### src/rtl/bit_unstuffer_param.sv
// USB-style bit unstuffer with optional NRZI decode, stuff-violation detection,
// per-packet removed-bit count, gap tolerance and fully registered outputs.
module bit_unstuffer_param #(
    parameter int RUN_LEN     = 6,
    parameter bit NRZI_DECODE = 1'b0,
    parameter int CNT_W       = 8
) (
    input  logic             clk,
    input  logic             rst,
    input  logic             in_bit,
    input  logic             in_valid,
    input  logic             in_done,
    output logic             out_bit,
    output logic             out_valid,
    output logic             out_done,
    output logic             stuff_err,
    output logic             pkt_err,
    output logic [CNT_W-1:0] stuff_cnt
);

    localparam int RW = $clog2(RUN_LEN + 1);
    localparam logic [RW-1:0] RUN_LEN_L = RW'(RUN_LEN);

    typedef enum logic {
        RUN   = 1'b0,
        STUFF = 1'b1
    } state_t;

    state_t           state, state_nxt;
    logic [RW-1:0]    run_cnt, run_nxt, run_inc;
    logic             prev_level, prev_nxt;
    logic             sticky, sticky_nxt, sticky_upd;
    logic [CNT_W-1:0] cnt, cnt_nxt, cnt_upd;

    logic             d;
    logic             stuff_slot;
    logic             out_bit_nxt, out_valid_nxt, out_done_nxt;
    logic             stuff_err_nxt, pkt_err_nxt;
    logic [CNT_W-1:0] stuff_cnt_nxt;

    function automatic logic [CNT_W-1:0] sat_inc(input logic [CNT_W-1:0] v);
        return (&v) ? v : v + CNT_W'(1);
    endfunction

    // A transition on the line decodes to 0, no transition to 1.
    assign d          = NRZI_DECODE ? ~(in_bit ^ prev_level) : in_bit;
    assign run_inc    = run_cnt + RW'(1);
    assign stuff_slot = in_valid && (state == STUFF);
    assign sticky_upd = sticky | (stuff_slot & d);
    assign cnt_upd    = stuff_slot ? sat_inc(cnt) : cnt;

    // State register
    always_ff @(posedge clk or posedge rst) begin
        if (rst) begin
            state      <= RUN;
            run_cnt    <= '0;
            prev_level <= 1'b1;
            sticky     <= 1'b0;
            cnt        <= '0;
            out_bit    <= 1'b0;
            out_valid  <= 1'b0;
            out_done   <= 1'b0;
            stuff_err  <= 1'b0;
            pkt_err    <= 1'b0;
            stuff_cnt  <= '0;
        end else begin
            state      <= state_nxt;
            run_cnt    <= run_nxt;
            prev_level <= prev_nxt;
            sticky     <= sticky_nxt;
            cnt        <= cnt_nxt;
            out_bit    <= out_bit_nxt;
            out_valid  <= out_valid_nxt;
            out_done   <= out_done_nxt;
            stuff_err  <= stuff_err_nxt;
            pkt_err    <= pkt_err_nxt;
            stuff_cnt  <= stuff_cnt_nxt;
        end
    end

    // Next-state logic; end-of-packet clears after the same-cycle bit is applied
    always_comb begin
        state_nxt  = state;
        run_nxt    = run_cnt;
        prev_nxt   = prev_level;
        sticky_nxt = sticky_upd;
        cnt_nxt    = cnt_upd;
        if (in_valid) begin
            prev_nxt = in_bit;
            if (state == RUN) begin
                if (d) begin
                    if (run_inc == RUN_LEN_L) begin
                        state_nxt = STUFF;
                        run_nxt   = '0;
                    end else begin
                        run_nxt = run_inc;
                    end
                end else begin
                    run_nxt = '0;
                end
            end else begin
                state_nxt = RUN;
                run_nxt   = '0;
            end
        end
        if (in_done) begin
            state_nxt  = RUN;
            run_nxt    = '0;
            prev_nxt   = 1'b1;
            sticky_nxt = 1'b0;
            cnt_nxt    = '0;
        end
    end

    // Output logic
    always_comb begin
        out_valid_nxt = in_valid && (state == RUN);
        out_bit_nxt   = out_valid_nxt & d;
        stuff_err_nxt = stuff_slot & d;
        out_done_nxt  = in_done;
        pkt_err_nxt   = in_done ? sticky_upd : pkt_err;
        stuff_cnt_nxt = in_done ? cnt_upd : stuff_cnt;
    end

endmodule

### config.mk
export PLATFORM = sky130hd
export DESIGN_NAME = bit_unstuffer_param
export DESIGN_NICKNAME = d
export VERILOG_FILES = /design/src/rtl/bit_unstuffer_param.sv
export SDC_FILE = /design/constraint.sdc
export NUM_CORES = 1
export LEC_CHECK = 0
export BUFFER_PORTS_ARGS = -buffer_cell sky130_fd_sc_hd__buf_2
export CAP_MARGIN = 15
export CORE_AREA = 2 2 54 56
export DETAILED_ROUTE_END_ITERATION = 8
export DIE_AREA = 0 0 56 58
export PLACE_DENSITY = 0.7
export SETUP_SLACK_MARGIN = 0.15
export SKIP_CTS_REPAIR_TIMING = 1
export SYNTH_ARGS = -nofsm -noshare
export SYNTH_HDL_FRONTEND = slang
export SYNTH_SLANG_ARGS = --single-unit
### constraint.sdc
create_clock -name clk -period 1.4 [get_ports clk]
set_input_delay 0.28 -clock clk [delete_from_list [all_inputs] [get_ports clk]]
set_output_delay 0.28 -clock clk [all_outputs]
set_load 0.02 [all_outputs]
# == After elaboration in Yosys (flattened, before gate mapping) ==
# Index checks and enable logic that the tools add are counted.
# totals
reg_bits,26
input_bits,5
out_inout_bits,13
# classes
n_mux,14
addsub,2
n_eq_ne,1
n_bitwise,4
n_reduce_logical,4
# ops
cell,count
$mux W8,3
$mux W3,5
$add A8 B1 Y8 const B,1
$reduce_and A8 Y1,1
$mux W1,6
$add A3 B1 Y3 const B,1
$eq A3 B3 Y1 const B,1
$and A1 B1 Y1,2
$logic_and A1 B1 Y1,2
$reduce_bool A2 Y1,1
$not A1 Y1,1
$or A1 B1 Y1,1

# == Longest topological paths before layout ==
# logic_depth
word_depth,7
depth_mapped,5
mapped_depth_nobuf,4

# == Worst setup path after synthesis ==
# No wires, ideal clock.
# synth_path
path_kind,register -> register
from,register cnt[0]
to,register cnt[0]
stages_incl_launch_ff,5
period_less_slack_ns,1.548
n_path_buf,0
required_ns,1.275
t_arrival_ns,1.423
path_slack_ns,-0.148
path_cell_list,dfrtp_1 -> ha_1 -> and3_2 -> a21oi_2 -> mux2_4
# synth_via
elab_chain_len,4
elab_cells_between_ends,5
# synth_rtl
item,line,text
"start, declared",33,"logic [CNT_W-1:0] cnt, cnt_nxt, cnt_upd;"
"start signal, assigned",71,cnt <= cnt_nxt;
$add A8 B1 Y8 or $reduce_and A8 Y1 (tied branches),42,return (&v) ? v : v + CNT_W'(1);
$mux W8,42,
$mux W8 (*),50,assign cnt_upd = stuff_slot ? sat_inc(cnt) : cnt;
$mux W8 (*),106,if (in_done) begin
net cnt_nxt[0],33,
# The timed path passes the listed nets; every way through them passes the cells marked *.
# A chain may end at the register's enable or synchronous reset.

# == Worst setup path after layout ==
# layout_path
from,register cnt[1]
to,register cnt[0]
# layout_via
elab_chain_len,4
# layout_rtl
item,line
$reduce_and A8 Y1,42
$mux W8,42
$mux W8,50
$mux W8,106
net cnt_nxt[0],33
# The timed path passes the listed nets, and every way through them passes these cells.

==> impl_metrics.py <==
metrics = {
    "detailed_routing": {
        "drt-initial-drc-count": 35,
        "vias": 1074,
        "firstDrtPassIters": 4,
        "vias_per_cell": 5.74,
        "wl_um": 3080,
        "ant_nets": 0,
        "post_drt_wl_per_cell_um": 16.5,
        "drcViolationCount": 0,
    },
    "finish": {
        "diodes": 0,
        "design_area_um2": 1710,
        "fin_nets": 165,
        "area_delta_synth_final_pct": 33.8,
        "drive_above_1_share_pct": 47.4,
        "postLayoutCoreUtil_pct": 64.3,
    },
    "global_routing": {
        "grt_overflow": 0,
        "top_usage_layer": "met2",
        "use_met2_pct": 30.8,
        "met3_usage_pct": 2.01,
        "grt_max_degree": 27,
        "grt_pass1_wl_um": 4590,
        "use_met1_pct": 23.5,
        "globalRouteTotalUtil_pct": 18.0,
        "grt_pass1_vias": 995,
        "antenna_found_initial": 0,
    },
    "timing": {
        "fmax_mhz": 725,
        "finalSetupViolCount": 0,
        "min_period_ns": 1.38,
        "skew_ns": 0.00198,
        "min_period_over_period_pct": 98.5,
        "hold_viol_final": 13,
        "worstMarginPinSlew_ns": 0.345,
        "drv_slew": 0,
        "setup_ws_ns": 0.0207,
        "rsz0062_at_grt": "yes",
        "whs_ns": -0.00956,
        "slew_headroom_pct": 77.0,
    },
    "logic_synthesis": {
        "synth_cell_types": 38,
        "synth-seq-cells": 26,
        "yosys.area.top_type": "dfrtp_1",
        "synth-xor-area-share_pct": 0.684,
        "synthArstFlopShare_pct": 100,
        "ys_top_cells_by_area": "dfrtp_1 51%, nand2_1 3.8%, ha_1 2.9%",
        "synth.most_common_cell": "dfrtp_1",
        "synthCells": 122,
        "synth_top_area_share_pct": 50.8,
        "synth_compound_area_share_pct": 15.4,
        "yosys.area_share.simple_pct": 22.6,
        "synth-edff-count": 0,
        "yosys-top-cells-count": "26 x dfrtp_1, 13 x nand2_1, 8 x nor2_1",
        "synthesis.area_um2": 1280,
        "synth_top_family_by_area": "simple AND/OR/NAND/NOR gates",
        "ys_seq_area_share_pct": 50.8,
        "synthMuxAreaShare_pct": 2.74,
        "synth_ff_type": "dfrtp_1",
        "postSynthAreaPerCell_um2": 10.5,
        "synth_fa_ha_area_share_pct": 2.93,
        "yosysWarnings": 0,
        "syn_nets": 130,
    },
    "power": {
        "switching_share_pct": 23.0,
        "internal-power_uw": 948,
        "p_clk_share_pct": 30.4,
        "leakage_nw": 0.749,
        "power_frac_comb_pct": 7.5,
        "power_density_nw_per_um2": 719,
        "p_sw_uw": 283,
        "irDropWorstVdd_uv": 439,
        "pwr-share-seq_pct": 62.1,
    },
    "place": {
        "portBuffers": 17,
        "placed_area_um2": 1480,
        "place.gp.congestion": 0.893,
        "pre_cts_ws_ns": -0.0547,
        "dp_hpwl_um": 2050,
    },
    "floorplan": {
        "die_h_um": 58,
        "dieArea_um2": 3250,
        "floorplan.initialDensity_pct": 48.1,
        "io_pins": 18,
        "rows": 19,
        "coreArea_um2": 2660,
        "die_width_um": 56,
    },
    "clock_network": {
        "clk_pin_slew_worst_paths_ns": 0.14,
        "cts_tree": "done",
        "htree_levels": 1,
        "cts-root-buf": "clkbuf_4",
        "cts_made_buffers": 3,
        "cts_max_path_buffers": 2,
        "clk_latency_ns": 0.31,
        "cts.sinks": 26,
    },
    "worst_setup_path": {
        "r2r-start": "cnt[1]",
        "reg2reg_depth": 4,
        "path_delay_family": "flip-flops",
        "crit_arrival_ns": 1.59,
        "r2r_slack_ns": 0.02,
        "reg2reg_to": "cnt[0]",
        "endpoint_kind": "flip-flop",
        "worstPathCellList": "ha_4, and3_4, a21oi_4, mux2_4",
        "cp-start-kind": "flip-flop",
        "cp.buffers_inverters": 0,
        "cp.required_ns": 1.61,
        "crit_type": "reg2reg",
        "crit_fanout": 6,
        "crit_slowest_cell": "dfrtp_2",
        "max_stage_delay_ns": 0.46,
        "cp-startpoint": "cnt[1]",
        "crit_end": "cnt[0]",
        "crit_cells": 4,
    },
    "job": {
        "maxCapViolCount": 0,
    },
    "outcome": {
        "violations": "hold timing",
        "outcome": "finished, violations left",
    },
    "min_path": {
        "hold_path.class": "in2async",
    },
}
## logic make-up after synthesis
family,count (synthesis)
fa+ha+maj,3
mux,3
flops,26
simple gates,51
xor+xnor,1
buf+inv,12
compound gates,26
## stage by stage
step	hold slack, ns	std cells	TNS (ns)	power (mW)
2_1_floorplan	0.311	122	0	0.828
5_1_grt	0.0284	187	-0.0131	1.28
3_3_place_gp	0.343	174	0	0.858
4_1_cts	-0.00746	178	-0.154	1.23
3_5_place_dp	0.351	174	-0.0838	0.860
6_report	-0.00956	187	0	1.23
## power by group through the flow
stage / Combinational, mW / Sequential (mW) / Clock [mW]
final: 0.0919 / 0.765 / 0.374
after global routing: 0.102 / 0.766 / 0.415
after CTS: 0.0824 / 0.764 / 0.386
after detailed placement: 0.0820 / 0.778 / 0
after global placement: 0.0805 / 0.777 / 0
after floorplan: 0.0416 / 0.786 / 0
## worst min path at each step
stage | startpoint | end
2_1_floorplan | in_done | out_done
3_3_place_gp | rst | stuff_err
3_5_place_dp | rst | run_cnt[2]
4_1_cts | rst | run_cnt[2]
5_1_grt | rst | pkt_err
6_report | rst | pkt_err
## layout by cell type (no fill, tap or decap), types with 2 or more instances in the layout
cell,count
buf_6,4
a31oi_1,2
o31ai_1,4
a211o_1,2
a21oi_1,3
inv_1,4
nor2_1,8
nor3_2,2
nand2_1,12
a21oi_2,3
nor2b_1,3
mux2i_1,2
nand2b_1,2
buf_4,16
ha_4,3
a31oi_2,2
nand3_1,2
clkbuf_4,3
nor3_1,4
nor4b_4,2
dfrtp_1,20
dfrtp_2,6
and4_4,2
buf_2,17
nand4_1,5
and3_1,2
## layer usage
layer | share of wire [%] | vias to the layer above
met1 | 45 | 533
li1 | - | 515
met5 | 0 | -
met2 | 51 | 22
met4 | 1.4 | 0
met3 | 3.3 | 4
## worst register-to-register path, cell delays in order, from the launching register on
cell and delay (ns):
dfrtp_2 0.46, ha_4 0.19, and3_4 0.17, a21oi_4 0.16, mux2_4 0.31
## flip-flops by register name (all words and copies together) (netlist names)
| name | count |
|---|---|
| stuff_cnt | 8 |
| out_valid | 1 |
| out_done | 1 |
| sticky | 1 |
| state | 1 |
| cnt | 8 |
| stuff_err | 1 |
| out_bit | 1 |
| run_cnt | 3 |
| pkt_err | 1 |
## final cells by class
class | count | area, um2
clock buffers | 4 | 36.3
well taps | 31 | 38.8
repair buffers | 37 | 250
fillers | 217 | 950
flip-flops and latches | 26 | 658
inverters | 5 | 18.8
multi-input cells | 84 | 711
(Power assumes the default switching activity.)
